===== src/rtl/mem_copy_engine.sv =====
// Block copy engine driving sync_mem: port 0 reads, port 1 writes one cycle behind.
// Optional running checksum of written words when MEM_COPY_CHECKSUM_EN is defined.
module mem_copy_engine #(
    parameter int DEPTH = 4,
    parameter int WIDTH = 4
) (
    input  logic             clock,
    input  logic             reset,
    input  logic             start,
    input  logic [DEPTH-1:0] srcBase,
    input  logic [DEPTH-1:0] dstBase,
    input  logic [DEPTH:0]   length,
    output logic             busy,
    output logic             done,
    output logic             memWriteEnable0,
    output logic [WIDTH-1:0] memWriteData0,
    output logic [DEPTH-1:0] memAddress0,
    input  logic [WIDTH-1:0] memReadData0,
    output logic             memWriteEnable1,
    output logic [WIDTH-1:0] memWriteData1,
`ifdef MEM_COPY_CHECKSUM_EN
    output logic [DEPTH-1:0] memAddress1,
    output logic [WIDTH-1:0] checksum
`else
    output logic [DEPTH-1:0] memAddress1
`endif
);

    typedef enum logic [1:0] {
        IDLE,
        READ,
        LAST,
        DONE
    } state_t;

    state_t           state;
    state_t           stateNext;
    logic [DEPTH:0]   remaining;
    logic [DEPTH-1:0] dstPtr;
    logic             accept;
    logic             launch;

    assign accept = (state == IDLE) && start;
    assign launch = accept && (length != '0);

    assign busy            = (state != IDLE);
    assign done            = (state == DONE);
    assign memWriteEnable0 = 1'b0;
    assign memWriteData0   = '0;
    // Read data is only valid the cycle after the address, so it feeds the write port directly
    assign memWriteData1   = memReadData0;

    always_ff @(posedge clock or posedge reset) begin
        if (reset) begin
            state <= IDLE;
        end else begin
            state <= stateNext;
        end
    end

    always_comb begin
        stateNext = state;
        case (state)
            IDLE: begin
                if (start) begin
                    stateNext = (length == '0) ? DONE : READ;
                end
            end
            READ: begin
                if (remaining == (DEPTH+1)'(1)) begin
                    stateNext = LAST;
                end
            end
            LAST:    stateNext = DONE;
            DONE:    stateNext = IDLE;
            default: stateNext = IDLE;
        endcase
    end

    always_ff @(posedge clock or posedge reset) begin
        if (reset) begin
            memAddress0     <= '0;
            memAddress1     <= '0;
            memWriteEnable1 <= 1'b0;
            dstPtr          <= '0;
            remaining       <= '0;
        end else begin
            memWriteEnable1 <= (state == READ);
            if (launch) begin
                memAddress0 <= srcBase;
                dstPtr      <= dstBase;
                remaining   <= length;
            end
            if (state == READ) begin
                memAddress0 <= memAddress0 + 1'b1;
                memAddress1 <= dstPtr;
                dstPtr      <= dstPtr + 1'b1;
                remaining   <= remaining - 1'b1;
            end
        end
    end

`ifdef MEM_COPY_CHECKSUM_EN
    always_ff @(posedge clock or posedge reset) begin
        if (reset) begin
            checksum <= '0;
        end else if (accept) begin
            checksum <= '0;
        end else if (memWriteEnable1) begin
            checksum <= checksum + memReadData0;
        end
    end
`endif

endmodule


===== config.mk =====
export PLATFORM = sky130hd
export DESIGN_NAME = mem_copy_engine
export DESIGN_NICKNAME = d
export VERILOG_FILES = /design/src/rtl/mem_copy_engine.sv
export SDC_FILE = /design/constraint.sdc
export NUM_CORES = 1
export LEC_CHECK = 0
export ABC_CLOCK_PERIOD_IN_PS = 4160
export BUFFER_PORTS_ARGS = -buffer_cell sky130_fd_sc_hd__buf_2
export CORE_MARGIN = 2
export CORE_UTILIZATION = 50
export DETAILED_ROUTE_END_ITERATION = 8
export GPL_TIMING_DRIVEN = 0
export MAX_ROUTING_LAYER = met4
export PLACE_DENSITY = 0.91
export SYNTH_ARGS = -nofsm -noshare
export SYNTH_HDL_FRONTEND = slang
export SYNTH_SLANG_ARGS = --single-unit

===== constraint.sdc =====
create_clock -name clock -period 4.16 [get_ports clock]
set_clock_uncertainty 0.15 [all_clocks]
set_input_delay 0.416 -clock clock [delete_from_list [all_inputs] [get_ports clock]]
set_output_delay 0.416 -clock clock [all_outputs]
set_load 0.01 [all_outputs]

=== Word-level counts from Yosys, hierarchy flattened ===
Cells that the tools add are included.
W data, S select, Z words.

* Output and inout bits: 20
* Input port bits: 20
* Flip-flop bits (word level): 20

* Reductions and logical operators: 8
* Multiplexer cells: 10
* Add/subtract/negate cells: 3
* Equal/unequal tests: 6

{| class="wikitable"
|+ Operator list
! cell !! number
|-
| $mux W4 || 4
|-
| $mux W5 || 2
|-
| $add A4 B1 Y4 const B || 2
|-
| $pmux W2 S4 || 1
|-
| $mux W2 || 3
|-
| $eq A5 B1 Y1 const B || 1
|-
| $logic_not A5 Y1 || 1
|-
| $reduce_bool A5 Y1 || 1
|-
| $sub A5 B1 Y5 const B || 1
|-
| $eq A2 B2 Y1 const B || 2
|-
| $ne A2 B2 Y1 const B || 2
|-
| $reduce_bool A2 Y1 || 2
|-
| $eq A2 B1 Y1 const B || 1
|-
| $logic_and A1 B1 Y1 || 2
|-
| $logic_not A2 Y1 || 1
|-
| $reduce_and A2 Y1 || 1
|}

=== Longest topological paths before layout ===
Gate-level depths: netlist of the first run.

* Depth in word-level cells: 5
* Depth in mapped cells: 8
* Gate-level depth less buffers: 6

=== Least setup slack after synthesis of the first run ===
No wires, ideal clock.

* Kind: flip-flop to flip-flop
* Start: register state[0]
* End: register remaining[0]
* Required time: 3,870 ps
* Arrival: 1,562 ps
* Cell stages (with the launch flop): 9
* Period minus slack after synthesis: 1,852 ps
* Setup time: 140 ps
* Path slack: 2,308 ps
* Path through: dfrtp_1 > inv_1 > ha_1 > and2_1 > clkbuf_1 > o31ai_4 > buf_6 > a221oi_1 > a21oi_1

* Longest elaborated chain between the ends: 4
* Elaborated cells on any way between the ends: 6

{| class="wikitable"
|+ RTL lines
! element !! line !! source
|-
| start: declaration || 36 || <nowiki>state_t state;</nowiki>
|-
| start signal: assignment || 57 || <nowiki>state <= stateNext;</nowiki>
|-
| $logic_not A2 Y1 || 43 || <nowiki>assign accept = (state == IDLE) && start;</nowiki>
|-
| $logic_and A1 B1 Y1 || 43 ||
|-
| $logic_and A1 B1 Y1 || 44 || <nowiki>assign launch = accept && (length != '0);</nowiki>
|-
| $reduce_bool A2 Y1 (no source line) || n/a ||
|-
| end signal: assignment || 92 || <nowiki>remaining <= length;</nowiki>
|-
| end signal: assignment || 98 || <nowiki>remaining <= remaining - 1'b1;</nowiki>
|-
| end: declaration || 38 || <nowiki>logic [DEPTH:0] remaining;</nowiki>
|}

Several ways; a longest one is shown, not always the timed one.
A chain may end at the register's enable or synchronous reset.

=== Final worst setup path of the first run ===
* Start: register state[1]
* End: register remaining[0]

Same word-level chain as after synthesis.

==> results.toml, run 1 <==
[run_status]
status = "finished, final reports clean"

[yosys]
ys_warn_count = 0
synth_edf_count = 0
synth_area_leaders = "dfrtp_1 41%, ha_1 9.3%, mux2i_1 5.8%"
yosysSeqAreaShare = 0.4145
yosysMostFrequentCell = "dfrtp_1"
syn_inst = 112
post_synth.cell_area_avg_um2 = 10.78
yosysTopAreaCell = "dfrtp_1"
synthArstFlopShare = 1.000
yosys-top-cells-count = "20 x dfrtp_1, 11 x a21oi_1, 9 x buf_4, 9 x ha_1, 7 x mux2i_1"
syn_area_um2 = 1207
ys_types = 30
synth_top_area_frac = 0.4145
synth-seq-cells = 20
ys.flop_type = "dfrtp_1"

[timing]
relSlewSlack = 0.5022
worst_slew_pin_slew_ns = 0.7459
fin_ws_ns = 1.966
drv_slew = 0
rsz0062_at_grt = "no"
finalSetupTns_ns = 0
setup_viol = 0
timing.fmax_ghz = 0.4557
period_share = 0.5275
hold_viol_final = 0
hold_slack_ns = 0.07497
finalCriticalPeriod_ns = 2.194

[worst_hold_path]
hold_path.class = "input pin to asynchronous set/reset pin"

[power_and_ir_drop]
p_leak_nw = 0.6967
p_per_area_nw_per_um2 = 787.6
peakVddDrop_mv = 0.6061
total_power_mw = 1.150

[floorplan]
rows = 17
die_w_um = 53.14
io_pins = 40
design.core.area_um2 = 2255
die_area_um2 = 2824
die_y_um = 53.14
start_util = 0.5355

[routing]
dr_total_vias = 974
vias_per_cell = 5.472
final_antenna_net_count = 0
wl_per_cell_um = 14.62
drtIter0Drc = 13
totalWireLength_um = 2603
firstDrtPassIters = 4
drc = 0

[worst_setup_path]
cp_max_fo = 10
critPathMaxStageDelay_ns = 0.42
crit_arrival_ns = 2.23
worstPathRequired_ns = 4.20
cp-start-kind = "flop"
critPathSlowestCell = "dfrtp_1"
path_cells = "inv_1, ha_1, and2_1, clkbuf_1, o31ai_4, buf_6, a221oi_1, a21oi_1"
endpoint_kind = "flop"
path_class = "flop to flop"

[cells_and_area]
layout-area-overhead-vs-synth_pct = 20.93
nFillCells = 199
drive_above_1_share = 0.3733
final_cells = 178
num_antenna_cells = 0
nets = 180
post-route-util = 0.6476
stdcell_area_um2 = 1460

[clocking]
cts.sinks = 20
clock_path_buffers = 2
cts_tree = "done"
path_clk_slew_ns = 0.12
cts_repair_resize_count = 0
h-tree-depth = 1
cts_buffers = 3
clkLatencyLatePin_ns = 0.31
ctsHoldBuffers = 0
postCtsSetupBuffers = 0
cts_root_buffer = "clkbuf_4"

[placement]
detailedPlace.worstSlack_ns = 2.009
portBuffers = 30
dp.cells = 174
place_hpwl_um = 1992
place_congestion = 0.8253
placed_cell_area_um2 = 1408

[run]
cap_violations = 0

[global_route]
grt_max_degree = 21
antenna_found_initial = 0
grt_overflow = 0
grt_use_total = 0.2186
grt_first_pass_wirelength_um = 4409
grt_pass1_vias = 992
worst paths after layout:
kind                                             from                    endpoint  slack (ns)  cells past startpoint
max                              state[1]$_DFFE_PP0P_    remaining[0]$_DFFE_PP0P_        1.97                      8
min reg2reg                memAddress1[2]$_DFFE_PP0P_  memAddress1[2]$_DFFE_PP0P_        0.36                      1
max reg2reg                      state[1]$_DFFE_PP0P_    remaining[0]$_DFFE_PP0P_        1.97                      8
min                                             reset  memAddress1[0]$_DFFE_PP0P_        0.07                      2
min in group clock                         srcBase[3]  memAddress0[3]$_DFFE_PP0P_        0.18                      2
max in group asynchronous                       reset       dstPtr[1]$_DFFE_PP0P_        3.32                      2
power by group:
part	internal, mW	switching, mW
clock	0.0975	0.0641
sequential	0.297	0.0923
combinational	0.287	0.313
total	0.681	0.469
flip-flops by register name (all words and copies together), names as in the netlist:
| name | count |
|---|---|
| remaining | 5 |
| dstPtr | 4 |
| memAddress0 | 4 |
| memAddress1 | 4 |
| state | 2 |
| memWriteEnable1 | 1 |
final cells by class:
type / count / area [µm²] / area share
Clock buffer: 3 / 22.52 / 0.01542
Tap cell: 28 / 35.03 / 0.02399
Buffer: 15 / 98.84 / 0.06769
Timing Repair Buffer: 30 / 150.1 / 0.1028
Multi-Input combinational cell: 75 / 600.6 / 0.4113
Clock inverter: 1 / 30.03 / 0.02057
Sequential cell: 20 / 500.5 / 0.3428
Inverter: 6 / 22.52 / 0.01542
per-layer routing:
| layer | GRT usage | wire length (µm) | vias up |
|---|---|---|---|
| li1 | - | - | 456 |
| met1 | 0.2518 | 1059 | 480 |
| met2 | 0.3938 | 1384 | 34 |
| met3 | 0.02260 | 134 | 4 |
| met4 | 0.07692 | 25 | 0 |
| met5 | - | 0 | - |
logic make-up (layout without fill, tap and decap cells):
group                    after synthesis  in the layout  synth area share
multiplexers                          11             11           0.09534
flip-flops                            20             20            0.4145
buffers and inverters                 21             55            0.1005
adder cells (fa/ha/maj)                9              9           0.09327
AND/OR/NAND/NOR                       18             18           0.08083
AO/OA/AOI/OAI                         26             26            0.1689
XOR/XNOR                               6              6           0.04353
other                                  1              5          0.003106
cells in the final DEF (no fill, tap or decap), drive strengths merged, types with 5 or more instances in the layout:
master / count
mux2i: 7
a221oi: 5
ha: 9
conb: 5
a21oi: 11
clkbuf: 6
dfrtp: 20
inv: 6
buf: 42
critical path, delay by kind of cell (launching register included):
kind / cells / cell delay, ns
simple gates: 1 / 0.12
fa+ha+maj: 1 / 0.19
flops: 1 / 0.42
compound gates: 3 / 0.54
buf+inv: 3 / 0.66
(Power assumes the default switching activity.)
==> inputs of run 2 (changes only) <==
- ABC_CLOCK_PERIOD_IN_PS: 4160 -> 1900
- CORE_UTILIZATION: 50 -> 45
- PLACE_DENSITY: 0.91 -> 0.87
- clock period: 4.16 -> 1.9 ns (I/O delays scaled with it)
==> run 2 against run 1 <==
Against the previous run: via count decreased by 3.3%; critical path depth decreased by 3; first-iteration DRC count increased by 7.7%; maximum frequency increased by 22%; combinational power increased by 120%; cell area increased by 2.9%; worst setup slack got worse by 1.9 ns; register-to-register slack got worse by 1.9 ns; worst hold slack got worse by 0.055 ns; critical endpoint is now memAddress1[2]$_DFFE_PP0P_.
==> results.toml, run 2 (synthesis results as in run 1) <==
[floorplan]
die_area_um2 = 3114
design.core.area_um2 = 2500
io_pins = 40
die_y_um = 55.80
die_w_um = 55.80
rows = 18
start_util = 0.4830

[cells_and_area]
post-route-util = 0.6011
largest_reg_flops = 5
mostFrequentLayoutCell = "buf_2"
nFillCells = 222
num_antenna_cells = 0
nets = 182
stdcell_area_um2 = 1503
final_cell_mix = "30 x buf_2, 20 x dfrtp_1, 11 x a21oi_1, 9 x ha_1, 9 x buf_4"
largest_register = "remaining"
layout-area-overhead-vs-synth_pct = 24.46
drive_above_1_share = 0.4079

[timing]
finalCriticalPeriod_ns = 1.795
hold_viol_final = 0
fin_ws_ns = 0.1045
rsz0062_at_grt = "no"
timing.fmax_ghz = 0.5570
worst_slew_pin_slew_ns = 0.7761
drv_slew = 0
hold_slack_ns = 0.01981
setup_viol = 0
relSlewSlack = 0.4820
period_share = 0.9450

[routing]
totalWireLength_um = 2460
wl_per_cell_um = 13.52
drtIter0Drc = 14
drc = 0
firstDrtPassIters = 4
vias_per_cell = 5.176
dr_total_vias = 942
final_antenna_net_count = 0

[worst_setup_path]
path_cells = "inv_2, ha_1, clkbuf_1, clkbuf_4, mux2_2"
worstPathBufferInverterCount = 3
cp_max_fo = 10
critPathMaxStageDelay_ns = 0.43
critPathSlowestCell = "dfrtp_1"
cp-start-kind = "flop"
path_class = "flop to flop"
crit_arrival_ns = 1.83
worstPathRequired_ns = 1.94
crit_family = "buffers and inverters"
endpoint_kind = "flop"

[run_status]
status = "finished, final reports clean"

[clocking]
cts_buffers = 3
clock_path_buffers = 2
postCtsSetupBuffers = 0
clkLatencyLatePin_ns = 0.30
path_clk_slew_ns = 0.12
cts.sinks = 20
cts_tree = "done"
cts_root_buffer = "clkbuf_4"
h-tree-depth = 1

[power_and_ir_drop]
p_per_area_nw_per_um2 = 1683
peakVddDrop_mv = 1.215
p_leak_nw = 0.7161

[global_route]
grt_first_pass_wirelength_um = 4202
antenna_found_initial = 0
grt_max_degree = 21
grt_use_total = 0.1689
grt_overflow = 0
grt_pass1_vias = 973

[placement]
place_hpwl_um = 1814
portBuffers = 30
detailedPlace.worstSlack_ns = -0.2075
place_congestion = 0.8468
placed_cell_area_um2 = 1410

[worst_hold_path]
hold_path.class = "input pin to flop"

[run]
cap_violations = 0
-- run 2: cell count changes in the layout (fill, tap and decap cells not counted), moves of 2 or more --
| cell | previous run | this run |
|---|---|---|
| inv_2 | 0 | 2 |
| inv_1 | 6 | 4 |
| dlygate4sd3_1 | 0 | 3 |
| clkbuf_2 | 0 | 2 |
| clkbuf_1 | 3 | 1 |
-- run 2: per-stage QoR --
step / power [mW] / setup TNS [ns] / std cells
after floorplan: 1.798 / 0 / 116
final: 2.528 / 0 / 182
after global placement: 2.059 / -0.3170 / 176
after global routing: 2.759 / 0 / 182
after CTS: 2.513 / 0 / 182
after detailed placement: 2.141 / -0.9969 / 176
-- run 2: worst paths after layout --
check / from / endpoint / slack [ns] / depth (start not counted)
min in group asynchronous: reset / dstPtr[1]$_DFFE_PP0P_ / 0.40 / 3
worst min register to register: memAddress1[2]$_DFFE_PP0P_ / memAddress1[2]$_DFFE_PP0P_ / 0.36 / 1
worst max-delay path: state[1]$_DFFE_PP0P_ / memAddress1[2]$_DFFE_PP0P_ / 0.10 / 5
worst max register to register: state[1]$_DFFE_PP0P_ / memAddress1[2]$_DFFE_PP0P_ / 0.10 / 5
worst min-delay path: srcBase[0] / memAddress0[0]$_DFFE_PP0P_ / 0.02 / 3
max in group asynchronous: reset / dstPtr[3]$_DFFE_PP0P_ / 0.70 / 3
-- run 2: report_power, final --
part           switching (mW)  internal, mW
combinational           0.681         0.653
clock                   0.133         0.213
sequential              0.198         0.650
total                    1.01          1.52
-- run 2: worst min-delay path: cells and delay by family --
family | cells | cell delay (ns)
muxes | 2 | 0.17
buffers and inverters | 1 | 0.07
-- run 2: layout make-up --
cell class                 count  area, µm²  area share
inverter                       6      22.52     0.01499
timing repair buffer          33      180.2      0.1199
buffer                        14      100.1     0.06661
clock inverter                 1      30.03     0.01998
multi-input combinational     75      609.3      0.4055
clock buffer                   3      22.52     0.01499
sequential                    20      500.5      0.3331
tap                           30      37.54     0.02498
-- run 2: what timing repair did --
action                                  in CTS  in global routing
endpoints found under the setup margin      13                 16
gates resized for setup                      3                  5
hold buffers                                 3                  0
hold endpoints to repair                    22                  0
-- run 2: routing by layer --
layer	GRT usage	up-vias	wire, µm	share of wire
li1	-	461	-	-
met1	0.1959	454	1038	0.42
met2	0.3044	27	1307	0.53
met3	0.02326	0	114	0.046
met4	0.04530	0	0	0
met5	-	-	0	0
